<file path="src/rtl/instruction_fetch_unit_if.sv">
// Fetch-side bus bundle: ROM port, execute redirect and the decode handshake.
// master = fetch unit, slave = the ROM/execute/decode side.
interface instruction_fetch_unit_if;
   logic [31:0] rom_addr;
   logic [31:0] rom_data;
   logic        redirect_valid;
   logic [31:0] redirect_pc;
   logic        inst_valid;
   logic        inst_ready;
   logic [31:0] inst_data;
   logic [31:0] inst_pc;
   logic        misaligned_err;
   logic [31:0] err_pc;

   modport master (
      output rom_addr, inst_valid, inst_data, inst_pc, misaligned_err, err_pc,
      input  rom_data, redirect_valid, redirect_pc, inst_ready
   );

   modport slave (
      input  rom_addr, inst_valid, inst_data, inst_pc, misaligned_err, err_pc,
      output rom_data, redirect_valid, redirect_pc, inst_ready
   );
endinterface

</file>
<file path="src/rtl/instruction_fetch_unit.sv">
// RV32E instruction fetch: owns the fetch PC, prefetches from a combinational ROM
// into a small queue, and handles execute redirects with a misaligned-target trap.
module instruction_fetch_unit #(
   parameter logic [31:0] RESET_PC = 32'h0000_0000,
   parameter int unsigned DEPTH    = 2
) (
   input logic                        clk,
   input logic                        reset,
   instruction_fetch_unit_if.master   bus
);
   localparam int unsigned PTR_W = (DEPTH > 1) ? $clog2(DEPTH) : 1;
   localparam int unsigned CNT_W = $clog2(DEPTH + 1);

   typedef enum logic [0:0] {RUN = 1'b0, HALT = 1'b1} state_t;

   typedef struct packed {
      logic [31:0] pc;
      logic [31:0] data;
   } entry_t;

   state_t             state_q, state_d;
   logic [31:0]        fetch_pc_q, fetch_pc_d;
   logic [CNT_W-1:0]   count_q, count_d;
   logic [PTR_W-1:0]   head_q, head_d;
   logic [PTR_W-1:0]   tail_q, tail_d;
   logic               err_q, err_d;
   logic [31:0]        err_pc_q, err_pc_d;
   entry_t             mem_q [DEPTH];
   logic               deq;
   logic               enq;

   // Redirect beats everything; a full queue still enqueues when the head leaves.
   always_comb begin
      state_d    = state_q;
      fetch_pc_d = fetch_pc_q;
      count_d    = count_q;
      head_d     = head_q;
      tail_d     = tail_q;
      err_d      = err_q;
      err_pc_d   = err_pc_q;

      deq = (count_q != '0) & bus.inst_ready & ~bus.redirect_valid;
      enq = (state_q == RUN) & ~bus.redirect_valid &
            ((count_q < CNT_W'(DEPTH)) | deq);

      if (bus.redirect_valid) begin
         count_d = '0;
         head_d  = '0;
         tail_d  = '0;
         if (bus.redirect_pc[1:0] == 2'b00) begin
            fetch_pc_d = bus.redirect_pc;
            state_d    = RUN;
            err_d      = 1'b0;
         end else begin
            state_d  = HALT;
            err_d    = 1'b1;
            err_pc_d = bus.redirect_pc;
         end
      end else begin
         if (enq) begin
            tail_d     = tail_q + PTR_W'(1);
            fetch_pc_d = fetch_pc_q + 32'd4;
         end
         if (deq) begin
            head_d = head_q + PTR_W'(1);
         end
         if (enq && !deq) begin
            count_d = count_q + CNT_W'(1);
         end else if (deq && !enq) begin
            count_d = count_q - CNT_W'(1);
         end
      end
   end

   always_ff @(posedge clk or posedge reset) begin
      if (reset) begin
         state_q    <= RUN;
         fetch_pc_q <= RESET_PC;
         count_q    <= '0;
         head_q     <= '0;
         tail_q     <= '0;
         err_q      <= 1'b0;
         err_pc_q   <= '0;
      end else begin
         state_q    <= state_d;
         fetch_pc_q <= fetch_pc_d;
         count_q    <= count_d;
         head_q     <= head_d;
         tail_q     <= tail_d;
         err_q      <= err_d;
         err_pc_q   <= err_pc_d;
      end
   end

   // Entries are cleared on reset so the head reads as zero while reset is held.
   always_ff @(posedge clk or posedge reset) begin
      if (reset) begin
         for (int i = 0; i < int'(DEPTH); i++) begin
            mem_q[i] <= '0;
         end
      end else if (enq) begin
         mem_q[tail_q] <= '{pc: fetch_pc_q, data: bus.rom_data};
      end
   end

   assign bus.rom_addr       = fetch_pc_q;
   assign bus.inst_valid     = (count_q != '0);
   assign bus.inst_data      = mem_q[head_q].data;
   assign bus.inst_pc        = mem_q[head_q].pc;
   assign bus.misaligned_err = err_q;
   assign bus.err_pc         = err_pc_q;
endmodule

</file>
<file path="src/flat_wrapper.sv">
// flat-port wrapper written by rule: the top's interface ports become plain ports
module instruction_fetch_unit_flat 
#(
   parameter logic [31:0] RESET_PC = 32'h0000_0000,
   parameter int unsigned DEPTH    = 2
)
  (clk, reset, bus_rom_addr, bus_inst_valid, bus_inst_data, bus_inst_pc, bus_misaligned_err, bus_err_pc, bus_rom_data, bus_redirect_valid, bus_redirect_pc, bus_inst_ready);
  instruction_fetch_unit_if bus_i ();
  input logic clk;
  input logic reset;
  output wire logic [$bits(bus_i.rom_addr)-1:0] bus_rom_addr;
  output wire logic [$bits(bus_i.inst_valid)-1:0] bus_inst_valid;
  output wire logic [$bits(bus_i.inst_data)-1:0] bus_inst_data;
  output wire logic [$bits(bus_i.inst_pc)-1:0] bus_inst_pc;
  output wire logic [$bits(bus_i.misaligned_err)-1:0] bus_misaligned_err;
  output wire logic [$bits(bus_i.err_pc)-1:0] bus_err_pc;
  input wire logic [$bits(bus_i.rom_data)-1:0] bus_rom_data;
  input wire logic [$bits(bus_i.redirect_valid)-1:0] bus_redirect_valid;
  input wire logic [$bits(bus_i.redirect_pc)-1:0] bus_redirect_pc;
  input wire logic [$bits(bus_i.inst_ready)-1:0] bus_inst_ready;
  assign bus_rom_addr = bus_i.rom_addr;
  assign bus_inst_valid = bus_i.inst_valid;
  assign bus_inst_data = bus_i.inst_data;
  assign bus_inst_pc = bus_i.inst_pc;
  assign bus_misaligned_err = bus_i.misaligned_err;
  assign bus_err_pc = bus_i.err_pc;
  assign bus_i.rom_data = bus_rom_data;
  assign bus_i.redirect_valid = bus_redirect_valid;
  assign bus_i.redirect_pc = bus_redirect_pc;
  assign bus_i.inst_ready = bus_inst_ready;
  instruction_fetch_unit #(.RESET_PC(RESET_PC), .DEPTH(DEPTH)) u_core (.clk(clk), .reset(reset), .bus(bus_i));
endmodule
</file>
<file path="config.mk">
export PLATFORM = sky130hd
export DESIGN_NAME = instruction_fetch_unit_flat
export DESIGN_NICKNAME = d
export VERILOG_FILES = /design/src/rtl/instruction_fetch_unit_if.sv /design/src/rtl/instruction_fetch_unit.sv /design/src/flat_wrapper.sv
export SDC_FILE = /design/constraint.sdc
export NUM_CORES = 1
export LEC_CHECK = 0
export ABC_CLOCK_PERIOD_IN_PS = 12700
export BUFFER_PORTS_ARGS = -buffer_cell sky130_fd_sc_hd__buf_2
export CAP_MARGIN = 0
export CORE_MARGIN = 3
export CORE_UTILIZATION = 59
export CTS_CLUSTER_DIAMETER = 150
export DETAILED_ROUTE_END_ITERATION = 12
export GPL_ROUTABILITY_DRIVEN = 0
export GPL_TIMING_DRIVEN = 1
export PLACE_DENSITY = 0.83
export SYNTH_ARGS = -nofsm -noshare
export SYNTH_HDL_FRONTEND = slang
export SYNTH_SLANG_ARGS = --single-unit
</file>
<file path="constraint.sdc">
create_clock -name clk -period 12.7 [get_ports clk]
set_input_delay 0.635 -clock clk [delete_from_list [all_inputs] [get_ports clk]]
set_output_delay 0.635 -clock clk [all_outputs]
set_load 0.01 [all_outputs]
</file>
==> results of run 1 <==
[through the flow]
stage	cell area, um2	total power, mW	setup slack (ns)	cells	hold WS (ns)
after floorplan	9070	1.29	6.70	692	0.452
after global placement	10100	1.47	9.49	1035	0.457
after detailed placement	10100	1.51	9.43	1035	0.461
after CTS	10700	2.04	9.86	1067	0.401
after global routing	10700	2.14	9.74	1067	0.417
final	10700	2.03	9.83	1067	0.329
[registers in the layout (all words and copies together), names as in the netlist]
name	cells
u_core.bus.err_pc	32
u_core.bus.rom_addr	32
u_core.count_q	2
u_core.head_q	1
u_core.mem_q	128
u_core.state_q	1
u_core.tail_q	1
[cells in the mapped netlist (3+ instances only)]
master,count
o21ai_0,28
nand4_1,8
nand2_1,28
buf_6,12
and3_1,5
a21oi_1,19
and4_1,3
o21a_1,3
mux2_1,9
buf_2,10
nand3_1,17
or3_1,5
mux2_2,211
nor3_1,6
o22ai_1,7
clkbuf_1,18
buf_4,3
nand2b_1,3
nor2_1,25
a211oi_1,4
nor4_1,4
nor2b_1,3
buf_1,3
inv_1,8
dfrtp_1,197
a311oi_1,3
a31oi_1,3
a22oi_1,5
and2_1,3
[routing by layer]
layer  track usage  vias up  share of wire
met5             0        -              0
met4        0.0856        0          0.020
met3        0.0508       48          0.069
met2         0.422      324           0.49
met1         0.328     3269           0.42
li1              -     2876              -
[where the power goes]
part,internal (mW),switching [mW],total (mW)
Sequential,0.813,0.137,0.950
Clock,0.301,0.232,0.533
Combinational,0.298,0.250,0.548
Total,1.41,0.619,2.03
[how the worst min path moves through the flow]
stage | slack, ns | endpoint | start | cells past startpoint
final | 0.33 | u_core.mem_q[9]$_DFFE_PP0P_ | reset | 2
after global routing | 0.42 | u_core.mem_q[8]$_DFFE_PP0P_ | reset | 2
after CTS | 0.40 | u_core.mem_q[8]$_DFFE_PP0P_ | reset | 2
after detailed placement | 0.46 | u_core.bus.err_pc[1]$_DFFE_PP0P_ | u_core.bus.err_pc[1]$_DFFE_PP0P_ | 2
after global placement | 0.46 | u_core.bus.err_pc[0]$_DFFE_PP0P_ | u_core.bus.err_pc[0]$_DFFE_PP0P_ | 2
after floorplan | 0.45 | u_core.mem_q[10]$_DFFE_PP0P_ | u_core.mem_q[10]$_DFFE_PP0P_ | 1
[kinds of logic (layout without fill, tap and decap cells)]
| family | after synthesis | after routing | share of synthesized area |
|---|---|---|---|
| compound gates | 94 | 94 | 0.0683 |
| xor+xnor | 1 | 1 | 0.000966 |
| fa+ha+maj | 1 | 1 | 0.00138 |
| buf+inv | 54 | 245 | 0.0349 |
| flops | 197 | 197 | 0.544 |
| mux | 221 | 221 | 0.274 |
| simple gates | 124 | 124 | 0.0763 |
[cell type report]
class | count | share of cell area
clock buffers | 21 | 0.0432
clock inverters | 11 | 0.0119
inverters | 8 | 0.00352
multi-input cells | 441 | 0.359
flip-flops and latches | 197 | 0.463
well taps | 184 | 0.0216
repair buffers | 205 | 0.0982
[placed cells by master (no fill, tap or decap), types with 6 or more instances in the layout]
cell       synthesis  routed
a21oi_1           19      19
buf_2             10     197
buf_4              3       8
clkbuf_16          0      17
dfrtp_1          197     196
inv_1              8       7
mux2_1             9       9
mux2_2           211     211
nand2_1           28      28
nand3_1           17      17
nand4_1            8       8
nor2_1            25      25
nor3_1             6       6
o21ai_0           28      28
o22ai_1            7       7
==> impl_metrics.env, run 1 <==
export IMPL_cp_max_fo=60
export IMPL_synth_ff_type="dfrtp_1"
export IMPL_synthTopCellsByArea="dfrtp_1, mux2_2, o21ai_0, buf_6, nand2_1"
export IMPL_ir_worst_vdd_uv=111
export IMPL_critPathRequiredTime_ns=13.01
export IMPL_cts_tree="yes"
export IMPL_cap_viol_max_count=0
export IMPL_leakagePower_nw=4.76
export IMPL_fp_dieH_um=130
export IMPL_drc_errors=0
export IMPL_dr_first_iter_drc_count=533
export IMPL_tightest_slew_ns=1.11
export IMPL_crit_arrival_ns=3.18
export IMPL_fin_skew_ns=0.0110
export IMPL_slowest_stage="and2_2"
export IMPL_ys_seq_area_frac=0.544
export IMPL_post_cts_buffers=0
export IMPL_slew_headroom=0.261
export IMPL_grt_pass1_wl_um=33200
export IMPL_seq_area_um2=4930
export IMPL_drive_gt1_frac=0.522
export IMPL_grtUsageTotal=0.251
export IMPL_ios=198
export IMPL_clock_fmax_ghz=0.349
export IMPL_nNetsFinal=939
export IMPL_first_global_vias=6551
export IMPL_cpPeakStageDelay_ns=0.69
export IMPL_cts_root_buf="clkbuf_16"
export IMPL_r2r_slack_ns=9.86
export IMPL_status="completed"
export IMPL_yosys_warnings=0
export IMPL_cts_sinks=197
export IMPL_cp_end_kind="flop"
export IMPL_crit_family="simple AND/OR/NAND/NOR gates"
export IMPL_finalSetupTns_ns=0
export IMPL_reg2reg_from="u_core.count_q[1]$_DFFE_PP0P_"
export IMPL_antenna_left=0
export IMPL_dieArea_um2=16900
export IMPL_clockBufferDepth=2
export IMPL_synth_edf_count=0
export IMPL_cts_hold_buf=0
export IMPL_fillers=1006
export IMPL_synth_area_um2=9070
export IMPL_path_depth=6
export IMPL_crit_path_frequent_cell="buf_4"
export IMPL_synthDistinctLibCells=59
export IMPL_syn_area_per_cell_um2=13.1
export IMPL_wl_per_cell_um=20.0
export IMPL_rows=44
export IMPL_drv_slew=0
export IMPL_clk_latency_ns=0.43
export IMPL_synth_area_leader_cell="dfrtp_1"
export IMPL_postLayoutCoreUtil=0.720
export IMPL_coreArea_um2=14800
export IMPL_die_w_um=130
export IMPL_overflow=0
export IMPL_grt_max_degree=118
export IMPL_rr_worst_depth=5
export IMPL_cts_resized=0
export IMPL_vias=6517
export IMPL_antenna_cells=0
export IMPL_netlist_area_leader_share=0.544
export IMPL_power_density_nw_per_um2=191
export IMPL_critPathKind="in2reg"
export IMPL_drt_wl_total_um=21300
export IMPL_multiInputGateArea_um2=3820
export IMPL_portBuffers=197
export IMPL_cts_htree_levels=4
export IMPL_startpoint_type="input pin"
export IMPL_critPathLaunch="bus_redirect_valid"
export IMPL_viasPerCell=6.11
export IMPL_fin_crit_ns=2.87
export IMPL_synth_nets=761
export IMPL_setup_viol=0
export IMPL_start_util=0.612
export IMPL_cp_cell_sequence="buf_2 -> buf_4 -> nor3_4 -> and2_2 -> buf_4 -> mux2_2"
export IMPL_rsz0062_at_grt="false"
export IMPL_fin_crit_sh=0.226
export IMPL_hpwl_um=14300
export IMPL_r2r_end="u_core.mem_q[54]$_DFFE_PP0P_"
export IMPL_hold_class="in2async"
export IMPL_async_reset_ff_frac=1.00
export IMPL_numCtsBuffers=17
export IMPL_synth_cells=692
export IMPL_worst_path_buf_inv=3
export IMPL_clk_pin_slew_ns=0.07
export IMPL_synth_seq_cells=197
export IMPL_antenna_found_initial=0
export IMPL_area_growth_pct=17.5
export IMPL_worstSetupEndpoint="u_core.mem_q[54]$_DFFE_PP0P_"
export IMPL_hold_viol=0
export IMPL_dr_pass1_iters=6
Note: power is estimated with default switching activity, not from simulation.
==> run 2: changes to the inputs <==
- ABC_CLOCK_PERIOD_IN_PS: 12700 -> 2800
- CORE_UTILIZATION: 59 -> 55
- PLACE_DENSITY: 0.83 -> 0.78
- clock period: 12.7 -> 2.8 ns (I/O delays scaled with it)
==> run 2 against run 1 <==
Effect of this change:
- register-to-register slack got worse by 9.2 ns
- count of clock-buffer cells in the layout is 2 higher
- die area up 6.9%
- setup slack got worse by 9.2 ns
- clock skew down 0.00062 ns
- first-iteration DRC count fell by 20%
- critical path type is now reg2reg
- highest routed layer is now met5
==> impl_metrics.env, run 2 (synthesis gave the netlist of run 1 again) <==
export IMPL_r2r_slack_ns=0.62
export IMPL_path_depth=7
export IMPL_rr_worst_depth=7
export IMPL_cp_cell_sequence="nor2b_1 -> nor3_4 -> buf_4 -> nor2b_1 -> buf_4 -> a21oi_1 -> o22a_1"
export IMPL_start_util=0.567
export IMPL_worst_path_buf_inv=2
export IMPL_multiInputGateArea_um2=3830
export IMPL_numCtsBuffers=17
export IMPL_dp_slack_ns=0.631
export IMPL_dieArea_um2=18100
export IMPL_cpPeakStageDelay_ns=0.63
export IMPL_vias=6626
export IMPL_fin_ws_ns=0.616
export IMPL_rows=46
export IMPL_power_density_nw_per_um2=823
export IMPL_fin_area_um2=11500
export IMPL_cts_root_buf="clkbuf_16"
export IMPL_critPathRequiredTime_ns=3.11
export IMPL_antenna_left=0
export IMPL_r2r_end="u_core.bus.rom_addr[6]$_DFFE_PP0P_"
export IMPL_ios=198
export IMPL_slowest_stage="nor2b_1"
export IMPL_drive_gt1_frac=0.494
export IMPL_die_w_um=134
export IMPL_cp_end_kind="flop"
export IMPL_cts_sinks=197
export IMPL_clock_fmax_ghz=0.458
export IMPL_cts_htree_levels=4
export IMPL_fin_skew_ns=0.0104
export IMPL_antenna_cells=0
export IMPL_fin_crit_sh=0.780
export IMPL_reg2reg_from="u_core.count_q[1]$_DFFE_PP0P_"
export IMPL_critPathKind="reg2reg"
export IMPL_post_cts_buffers=0
export IMPL_cts_tree="yes"
export IMPL_portBuffers=197
export IMPL_post_dp_cell_area_um2=10300
export IMPL_nNetsFinal=1010
export IMPL_power_total_mw=9.49
export IMPL_drc_errors=0
export IMPL_fp_dieH_um=134
export IMPL_leakagePower_nw=5.12
export IMPL_clk_pin_slew_ns=0.07
export IMPL_crit_arrival_ns=2.50
export IMPL_setup_viol=0
export IMPL_cap_viol_max_count=0
export IMPL_wl_per_cell_um=19.0
export IMPL_drv_slew=0
export IMPL_fin_crit_ns=2.18
export IMPL_area_growth_pct=27.3
export IMPL_dr_first_iter_drc_count=424
export IMPL_layout_common_cells="mux2_2, buf_2, dfrtp_1, dlygate4sd3_1"
export IMPL_seq_area_um2=4930
export IMPL_ir_worst_vdd_uv=423
export IMPL_first_global_vias=6802
export IMPL_hpwl_um=14300
export IMPL_overflow=0
export IMPL_tightest_slew_ns=0.737
export IMPL_status="completed"
export IMPL_cp_max_fo=13
export IMPL_layout_commonest_cell="mux2_2"
export IMPL_regMostFlops="u_core.mem_q"
export IMPL_coreArea_um2=16000
export IMPL_grt_max_degree=59
export IMPL_hold_viol=0
export IMPL_critPathLaunch="u_core.count_q[1]$_DFFE_PP0P_"
export IMPL_finalSetupTns_ns=0
export IMPL_grt_pass1_wl_um=35800
export IMPL_fillers=1089
export IMPL_startpoint_type="flop"
export IMPL_largest_reg_flops=128
export IMPL_crit_family="simple AND/OR/NAND/NOR gates"
export IMPL_clk_latency_ns=0.43
export IMPL_fin_hold_ws_ns=0.0379
export IMPL_antenna_found_initial=1
export IMPL_drt_wl_total_um=22200
export IMPL_dr_pass1_iters=6
export IMPL_clockBufferDepth=2
export IMPL_rsz0062_at_grt="false"
export IMPL_worstSetupEndpoint="u_core.bus.rom_addr[6]$_DFFE_PP0P_"
export IMPL_slew_headroom=0.507
export IMPL_hold_class="in2reg"
export IMPL_grtUsageTotal=0.248
export IMPL_viasPerCell=5.66
## run 2: cell count changes in the layout (fill, tap and decap cells not counted), moves of 2 or more
cell           before  now
buf_12              0    7
clkbuf_1            2    0
clkbuf_8            2    6
clkinvlp_4          4    2
dlygate4sd3_1       0   63
## run 2: worst register-to-register path: cells and delay by family (launching register included)
kind | cells | cell delay, ns
AOI/OAI and AO/OA | 2 | 0.27
DFF | 1 | 0.41
buffers and inverters | 2 | 0.44
and+or+nand+nor | 3 | 0.96
## run 2: timing repair
action | in CTS | in global routing
resized for setup | 0 | 0
hold buffers | 63 | 0
hold endpoints to repair | 119 | 0
## run 2: worst min-delay path by stage
stage,from,to,slack [ns],cells past startpoint
after floorplan,bus_redirect_pc[0],u_core.bus.err_pc[0]$_DFFE_PP0P_,0.26,2
after global placement,reset,u_core.mem_q[65]$_DFFE_PP0P_,0.29,2
after detailed placement,reset,u_core.mem_q[4]$_DFFE_PP0P_,0.28,2
after CTS,bus_redirect_pc[22],u_core.bus.err_pc[22]$_DFFE_PP0P_,0.02,3
after global routing,bus_redirect_pc[6],u_core.bus.err_pc[6]$_DFFE_PP0P_,0.05,3
final,bus_inst_ready,u_core.count_q[0]$_DFFE_PP0P_,0.04,3
## run 2: per-stage QoR
step                cells   util
CTS                  1170  0.721
floorplan             692      -
global placement     1075  0.641
finish               1170  0.721
global route         1170  0.721
detailed placement   1075  0.641
## run 2: power by group
| group | switching [mW] | internal, mW |
|---|---|---|
| combinational | 1.15 | 1.43 |
| clock | 1.06 | 1.56 |
| sequential | 0.607 | 3.69 |
| total | 2.81 | 6.68 |
## run 2: layout make-up
cell class              count  share of cell area
repair buffers            276               0.158
inverters                   8             0.00293
multi-input cells         441               0.332
flip-flops and latches    197               0.427
well taps                 216              0.0234
clock buffers              23              0.0440
clock inverters             9              0.0119
## run 2: routing by layer
| metal | share of wire | GRT usage | vias up |
|---|---|---|---|
| li1 | - | - | 3026 |
| met1 | 0.42 | 0.317 | 3316 |
| met2 | 0.50 | 0.426 | 252 |
| met3 | 0.072 | 0.0638 | 30 |
| met4 | 0.014 | 0.0611 | 2 |
| met5 | 0.00032 | 0 | - |
